**src/rtl/inst_uncache_responder.sv**
```systemverilog
`default_nettype none
// ============================================================================
// Module   : inst_uncache_responder
// Purpose  : Instruction-fetch responder. Accepts pre-IF requests, issues one
//            single-beat AXI read per request, returns words in order, and
//            silently drains in-flight responses after a pipeline cancel.
// Revision : 1.0 - initial release
// ============================================================================
module inst_uncache_responder #(
  parameter int         DEPTH = 2,
  parameter logic [3:0] ARID  = 4'd0
) (
  input  logic        clk,
  input  logic        resetn,
  input  logic        inst_cache_valid,
  input  logic        inst_cache_uncache,
  input  logic [19:0] inst_cache_tag,
  input  logic [7:0]  inst_cache_index,
  input  logic [3:0]  inst_cache_offset,
  output logic        inst_cache_addr_ok,
  output logic        inst_cache_data_ok,
  output logic [31:0] inst_cache_rdata,
  input  logic        cancel,
  output logic [3:0]  arid,
  output logic [31:0] araddr,
  output logic [7:0]  arlen,
  output logic [2:0]  arsize,
  output logic [1:0]  arburst,
  output logic [3:0]  arcache,
  output logic        arvalid,
  input  logic        arready,
  input  logic [3:0]  rid,
  input  logic [31:0] rdata,
  input  logic [1:0]  rresp,
  input  logic        rlast,
  input  logic        rvalid,
  output logic        rready
);

  localparam int PW = (DEPTH > 1) ? $clog2(DEPTH) : 1;
  localparam int CW = PW + 1;
  localparam logic [CW-1:0] c_depth = CW'(DEPTH);
  localparam logic [CW-1:0] c_one   = CW'(1);
  localparam logic [PW-1:0] c_ptr_one = PW'(1);

  localparam logic [0:0] S_IDLE  = 1'b0;
  localparam logic [0:0] S_ISSUE = 1'b1;

  // Outstanding / drop bookkeeping
  logic [CW-1:0] r_out_cnt;
  logic [CW-1:0] r_drop_cnt;

  // Address FIFO of accepted-but-not-yet-handshaken requests: {addr[31:2], uncache}
  logic [30:0]   r_fifo [DEPTH];
  logic [PW-1:0] r_wr_ptr;
  logic [PW-1:0] r_rd_ptr;
  logic [CW-1:0] r_fifo_cnt;

  // AR channel registers
  logic [0:0]  r_state;
  logic        r_arvalid;
  logic [29:0] r_ar_addr;
  logic        r_ar_unc;

  // R channel / response registers
  logic        r_rready;
  logic        r_data_ok;
  logic [31:0] r_rdata;

  logic        w_accept;
  logic        w_ar_hs;
  logic        w_r_hs;
  logic [30:0] w_req;
  logic [30:0] w_head1;
  logic        w_load;
  logic [30:0] w_load_entry;
  logic        w_next_arvalid;
  logic [0:0]  w_next_state;
  logic        w_unused;

  // Fields of the request that play no part in the fetch
  assign w_unused = ^{rid, rresp, rlast, inst_cache_offset[1:0]};

  assign w_accept = inst_cache_valid & (r_out_cnt < c_depth) & ~cancel & resetn;
  assign w_ar_hs  = r_arvalid & arready;
  assign w_r_hs   = rvalid & r_rready;
  assign w_req    = {inst_cache_tag, inst_cache_index, inst_cache_offset[3:2], inst_cache_uncache};
  assign w_head1  = r_fifo[r_rd_ptr + c_ptr_one];

  assign inst_cache_addr_ok = w_accept;
  assign inst_cache_data_ok = r_data_ok;
  assign inst_cache_rdata   = r_rdata;
  assign arid    = ARID;
  assign araddr  = {r_ar_addr, 2'b00};
  assign arlen   = 8'd0;
  assign arsize  = 3'b010;
  assign arburst = 2'b01;
  assign arcache = r_ar_unc ? 4'b0000 : 4'b1111;
  assign arvalid = r_arvalid;
  assign rready  = r_rready;

  // AR next-state: load the next request to present, falling back to the one
  // arriving this cycle so a fresh request reaches AR one cycle after accept
  always_comb begin
    w_next_state   = r_state;
    w_next_arvalid = r_arvalid;
    w_load         = 1'b0;
    w_load_entry   = w_req;
    case (r_state)
      S_IDLE: begin
        if (r_fifo_cnt != '0) begin
          w_load       = 1'b1;
          w_load_entry = r_fifo[r_rd_ptr];
        end else if (w_accept) begin
          w_load = 1'b1;
        end
        if (w_load) begin
          w_next_state   = S_ISSUE;
          w_next_arvalid = 1'b1;
        end
      end
      S_ISSUE: begin
        if (w_ar_hs) begin
          if (r_fifo_cnt > c_one) begin
            w_load       = 1'b1;
            w_load_entry = w_head1;
          end else if (w_accept) begin
            w_load = 1'b1;
          end else begin
            w_next_state   = S_IDLE;
            w_next_arvalid = 1'b0;
          end
        end
      end
      default: begin
        w_next_state   = S_IDLE;
        w_next_arvalid = 1'b0;
      end
    endcase
  end

  // AR channel state and held address fields
  always_ff @(posedge clk or negedge resetn) begin
    if (!resetn) begin
      r_state   <= S_IDLE;
      r_arvalid <= 1'b0;
      r_ar_addr <= '0;
      r_ar_unc  <= 1'b0;
    end else begin
      r_state   <= w_next_state;
      r_arvalid <= w_next_arvalid;
      if (w_load) begin
        {r_ar_addr, r_ar_unc} <= w_load_entry;
      end
    end
  end

  // FIFO storage: written on accept, no reset needed
  always_ff @(posedge clk) begin
    if (w_accept) begin
      r_fifo[r_wr_ptr] <= w_req;
    end
  end

  // FIFO pointers and occupancy; entries leave on the AR handshake
  always_ff @(posedge clk or negedge resetn) begin
    if (!resetn) begin
      r_wr_ptr   <= '0;
      r_rd_ptr   <= '0;
      r_fifo_cnt <= '0;
    end else begin
      if (w_accept) r_wr_ptr <= r_wr_ptr + c_ptr_one;
      if (w_ar_hs)  r_rd_ptr <= r_rd_ptr + c_ptr_one;
      case ({w_accept, w_ar_hs})
        2'b10:   r_fifo_cnt <= r_fifo_cnt + c_one;
        2'b01:   r_fifo_cnt <= r_fifo_cnt - c_one;
        default: r_fifo_cnt <= r_fifo_cnt;
      endcase
    end
  end

  // Outstanding count and the number of responses still to be swallowed
  always_ff @(posedge clk or negedge resetn) begin
    if (!resetn) begin
      r_out_cnt  <= '0;
      r_drop_cnt <= '0;
    end else begin
      case ({w_accept, w_r_hs})
        2'b10:   r_out_cnt <= r_out_cnt + c_one;
        2'b01:   r_out_cnt <= r_out_cnt - c_one;
        default: r_out_cnt <= r_out_cnt;
      endcase
      if (cancel) begin
        r_drop_cnt <= r_out_cnt - CW'(w_r_hs);
      end else if (w_r_hs && (r_drop_cnt != '0)) begin
        r_drop_cnt <= r_drop_cnt - c_one;
      end
    end
  end

  // Response path: capture the word and pulse data_ok unless it is being dropped
  always_ff @(posedge clk or negedge resetn) begin
    if (!resetn) begin
      r_rready  <= 1'b0;
      r_data_ok <= 1'b0;
      r_rdata   <= '0;
    end else begin
      r_rready  <= 1'b1;
      r_data_ok <= w_r_hs & ~cancel & (r_drop_cnt == '0);
      if (w_r_hs && !cancel && (r_drop_cnt == '0)) begin
        r_rdata <= rdata;
      end
    end
  end

endmodule
`default_nettype wire

```
**config.mk**
```make
export PLATFORM = sky130hd
export DESIGN_NAME = inst_uncache_responder
export DESIGN_NICKNAME = d
export VERILOG_FILES = /design/src/rtl/inst_uncache_responder.sv
export SDC_FILE = /design/constraint.sdc
export NUM_CORES = 1
export LEC_CHECK = 0
export BUFFER_PORTS_ARGS = -buffer_cell sky130_fd_sc_hd__buf_2
export CAP_MARGIN = 20
export CELL_PAD_IN_SITES_DETAIL_PLACEMENT = 0
export CELL_PAD_IN_SITES_GLOBAL_PLACEMENT = 1
export CORE_UTILIZATION = 46
export CTS_CLUSTER_SIZE = 8
export DETAILED_ROUTE_END_ITERATION = 16
export MAX_ROUTING_LAYER = met4
export PLACE_DENSITY = 0.92
export SYNTH_ARGS = -nofsm -noshare
export SYNTH_HDL_FRONTEND = slang
export SYNTH_SLANG_ARGS = --single-unit
```
**constraint.sdc**
```tcl
create_clock -name clk -period 5.08 [get_ports clk]
set_input_delay 1.016 -clock clk [delete_from_list [all_inputs] [get_ports clk]]
set_output_delay 1.016 -clock clk [all_outputs]
set_load 0.03 [all_outputs]
```
# Word level (Yosys, flattened, before mapping)
# Memory sizes are Yosys's and may differ from the RTL's.
# Index checks and enable logic that the tools add are counted.
# classes
add_sub_neg	8
n_lt_le_gt_ge	2
eq_ne	8
n_mux	24
bitwise	9
reduce_logical	11
# op_table
operator	n
2-to-1 mux 31 bit	3
one-hot mux 31 bit (2 select lines)	1
2-to-1 mux 1 bit	12
nonzero test 2 bit	5
one-hot mux 2 bit (2 select lines)	2
bitwise AND 1 bit	7
one-hot mux 1 bit (2 select lines)	3
subtractor 2 x 1 -> 2 bit (second input constant)	3
adder 2 x 1 -> 2 bit (second input constant)	2
equality test 2 x 1 -> 1 bit (second input constant)	2
equality test 2 bit (second input constant)	2
2-to-1 mux 2 bit	2
2-to-1 mux 4 bit	1
!= test 2 x 1 -> 1 bit (second input constant)	2
!= test 2 bit (second input constant)	2
AND reduction 4 bit	1
logical AND 1 bit	3
adder 1 bit (second input constant)	2
greater-than comparator 2 x 1 -> 1 bit (second input constant)	1
zero test 2 bit	1
less-than comparator 2 bit (second input constant)	1
inverter 1 bit	2
subtractor 2 x 1 -> 2 bit	1
zero test 1 bit	1
# totals
reg_bits	75
ram_bits	62
in_bits	78
wordCells	75
memories	1
# memory_table
memory	words	word_bits	read_ports	rd_ports_with_merged_regs	wr	line	text
r_fifo	2	31	2	0	1	54	logic [30:0] r_fifo [DEPTH];

# Depth between registers and ports, before layout
# logic_depth
depth_word	9
mapped_depth	8
depth_no_buf	6

# Worst setup path before layout
# No wires, ideal clock.
# synth_timing
path_kind	input to register
from	input port cancel
to	memory r_fifo[0][0], enable pin
t_arrival_ns	2.684
t_required_ns	4.661
path_slack_ns	1.977
stages	3
n_path_buf	1
cell_sequence	nand4bb_1 -> buf_6 -> nor2_1
# synth_via
elab_chain_cells	5
# synth_lines
item	line	text
start: declaration	23	input logic cancel,
inverter 1 bit	84	assign w_accept = inst_cache_valid & (r_out_cnt < c_depth) & ~cancel & resetn;
bitwise AND 1 bit (2 in series)	84	
2-to-1 mux 1 bit	160	if (w_accept) begin
2-to-1 mux 1 bit (implied by the code)	161	r_fifo[r_wr_ptr] <= w_req;
end: declaration	54	
# Every way passes these cells.

# Worst setup path in the final report
# layout_timing
from	input port cancel
to	output port inst_cache_addr_ok
# layout_via
elab_chain_cells	3
# layout_lines
item	line	text
inverter 1 bit	84	
bitwise AND 1 bit (2 in series)	84	
end: declaration	20	output logic inst_cache_addr_ok,
# Every way passes these cells.

==> impl_metrics.csv <==
group,metric,value,unit
drt,routed_wl,14000,um
logic_synthesis,synthCells,492,
drt,via_count,4367,
die,die_h,121,um
critical_path,crit_end,"inst_cache_addr_ok",
power_and_ir_drop,power.leakage,3.46,nW
critical_path,crit_fanout,9,
timing,finalCritPeriodShare,0.667,
die,start_util,0.469,
logic_synthesis,ys_types,31,
power_and_ir_drop,irDropWorstVdd,375,uV
logic_synthesis,yosysWarnings,0,
power_and_ir_drop,power_frac_clock,0.225,
die,die_x,121,um
logic_synthesis,syn_avg_cell_area,13.2,um2
logic_synthesis,synth_top_cell_by_area,"dfrtp_1",
critical_path,reg2reg_slack,2.33,ns
cells_and_area,layout.nets,705,
drt,routedWlPerCell,17.2,um
timing,fmax,0.295,GHz
place,numPortBuffers,138,
logic_synthesis,synth_most_common_cell,"dfrtp_1",
logic_synthesis,ys_seq_elements,137,
die,ioPinCount,167,
die,rows,43,
logic_synthesis,synth_top_cell_area_share,0.289,
place,dpl.hpwl,8550,um
timing,finalMaxSlewViolations,0,
critical_path,crit_top_cell,"buf_2",
timing,finalHoldViolCount,0,
cells_and_area,final_cell_area,0.00773,mm2
clock_tree,post_cts_resized,0,
place,gp_congestion,0.728,
critical_path,critPathLaunchType,"input pin",
critical_path,regToRegEndpoint,"r_ar_addr[9]",
global_routing,grt_pass1_wl,22400,um
timing,min_period,3.39,ns
critical_path,end_kind,"primary output",
power_and_ir_drop,netSwitchingFraction,0.391,
critical_path,slowest_delay,0.71,ns
drt,first_iter_violations,400,
timing,setup_tns,0,ns
clock_tree,worstSkewPairLatency,0.43,ns
critical_path,worstRegToRegCells,4,
critical_path,r2r_start,"r_out_cnt[1]",
clock_tree,clock-root-buffer,"clkbuf_16",
clock_tree,cts_buffers,17,
die,core,0.0138,mm2
drt,remaining_drc_errors,0,
power_and_ir_drop,power_frac_comb,0.402,
drt,ant_nets,0,
place,dpl_cell_area,0.00722,mm2
cells_and_area,drive_above_1_share,0.388,
timing,worstMarginPinSlew,1.09,ns
critical_path,required,4.06,ns
global_routing,grtUsageTotal,0.209,
clock_tree,postCtsSetupBuffers,0,
global_routing,met3_usage,0.0599,
timing,maxSlewHeadroom,0.275,
power_and_ir_drop,power.density,616,mW/mm2
clock_tree,clkSlewWorstSetupHoldPaths,0.05,ns
job,max_cap_viol_count,0,
global_routing,grt_antenna_before_repair,0,
logic_synthesis,ys_seq_area_frac,0.576,
drt,via_per_inst,5.36,
power_and_ir_drop,seqPwrFrac,0.373,
cells_and_area,antenna_cells,0,
critical_path,path_cells,"buf_2 -> nand4bb_1 -> inv_6 -> buf_2",
cells_and_area,area_growth,19.1,%
logic_synthesis,synthTopCellsByCount,"dfrtp_1, mux2_2, edfxtp_1, mux2i_1, inv_1",
clock_tree,cts.sinks,137,
timing,rsz0062_at_grt,"no",
logic_synthesis,synth_ff_type,"dfrtp_1",
logic_synthesis,async_flop_share,0.547,
logic_synthesis,synth_edf_count,62,
logic_synthesis,synth_area,0.00649,mm2
power_and_ir_drop,p_int,2.90,mW
critical_path,worstSetupStartpoint,"cancel",
clock_tree,clock_path_buffers,2,
worst_hold_path,hold_class,"flop to flop",
clock_tree,cts_hold_buf,0,
critical_path,crit_slowest_cell,"nand4bb_1",
global_routing,grt_util_met2,0.342,
global_routing,grt_util_met1,0.243,
global_routing,grt_pass1_vias,4508,
global_routing,grt-ovfl-total,0,
power_and_ir_drop,switchingPower,1.86,mW
timing,final.setup_skew,0.0142,ns
drt,detail_route.first_pass.iterations,8,
clock_tree,cts_htree_levels,4,
logic_synthesis,ys_top_cells_by_area,"dfrtp_1, edfxtp_1, mux2_2",
outcome,status,"finished clean",
global_routing,busiest_layer,"met2",
clock_tree,cts_tree,"built",
timing,setup_violations,0,
global_routing,grt_max_degree,76,
critical_path,critPathKind,"input pin to primary output",
die,die_area,0.0146,mm2
critical_path,worstPathArrival,2.37,ns
## layout by cell type, fill, tap and decap left out, types with 2 or more instances in the layout
cell type | synthesis | routed
nor2b_1 | 3 | 3
clkbuf_16 | 0 | 17
clkinv_2 | 0 | 8
conb_1 | 2 | 20
xor2_1 | 2 | 2
a2111oi_0 | 2 | 2
xnor2_1 | 7 | 7
nor2_1 | 36 | 35
nand2_1 | 4 | 4
o21ai_0 | 2 | 2
ha_1 | 6 | 5
mux2_2 | 64 | 64
edfxtp_1 | 62 | 62
clkinvlp_4 | 0 | 2
clkbuf_1 | 9 | 3
mux2i_1 | 62 | 62
buf_4 | 25 | 7
a21oi_1 | 32 | 31
a222oi_1 | 30 | 30
buf_2 | 14 | 137
inv_1 | 39 | 39
dfrtp_1 | 75 | 74
## per-layer routing
metal  up-vias  part of all wire
met1      2193              0.42
met2       143              0.51
met4         0             0.013
met5         -                 0
li1       2017                 -
met3        14             0.052
## power groups by stage
stage / Clock (mW) / Sequential (mW) / Combinational (mW)
after floorplan: 0 / 2.17 / 1.06
after global placement: 0 / 1.77 / 1.87
after detailed placement: 0 / 1.79 / 1.93
after CTS: 1.10 / 1.78 / 1.93
after global routing: 1.14 / 1.82 / 2.05
final: 1.07 / 1.77 / 1.91
## kinds of logic after synthesis
logic type	share of synthesized area
flops	0.576
fa+ha+maj	0.0116
buf+inv	0.0764
mux	0.207
compound gates	0.0827
other cells	0.00116
xor+xnor	0.0121
simple gates	0.0332
## worst min path at each step
stage                                     from                    to  slack [ns]  cells after the start
after floorplan                       r_wr_ptr              r_wr_ptr        0.46                      1
after global placement    inst_cache_rdata[18]  inst_cache_rdata[18]        0.48                      1
after detailed placement          r_ar_addr[6]          r_ar_addr[6]        0.49                      1
after CTS                         r_ar_addr[6]          r_ar_addr[6]        0.50                      1
after global routing              r_ar_addr[6]          r_ar_addr[6]        0.52                      1
final                             r_ar_addr[6]          r_ar_addr[6]        0.50                      1
## stage by stage
stage                     hold slack [ns]  power, mW  utilization  cells  worst slack, ns
final                               0.499       4.76        0.559    814             1.69
after global routing                0.516       5.02        0.559    814             1.58
after CTS                           0.499       4.81        0.559    814             1.68
after detailed placement            0.487       3.72        0.522    782             1.58
after global placement              0.485       3.64        0.522    782             1.64
after floorplan                     0.460       3.22            -    510             1.98
## area by class of cell
cell class              count  area (um2)
repair buffers            144         738
fillers                  1152        6100
well taps                 180         225
multi-input cells         280        2360
clock inverters            11        58.8
flip-flops and latches    137        3740
inverters                  41         159
clock buffers              21         450
## worst max-delay path, delay by kind of cell
kind,cells,cell delay (ns)
buffers and inverters,3,0.65
AND/OR/NAND/NOR,1,0.71
## sequential cells by signal (all words and copies together) (netlist names)
name	flops
r_ar_addr	30
r_wr_ptr	1
r_fifo	62
r_fifo_cnt	2
r_out_cnt	2
arvalid	1
rready	1
r_drop_cnt	2
r_ar_unc	1
r_rd_ptr	1
r_state	1
inst_cache_rdata	32
inst_cache_data_ok	1
Note: power is estimated with default switching activity, not from simulation.
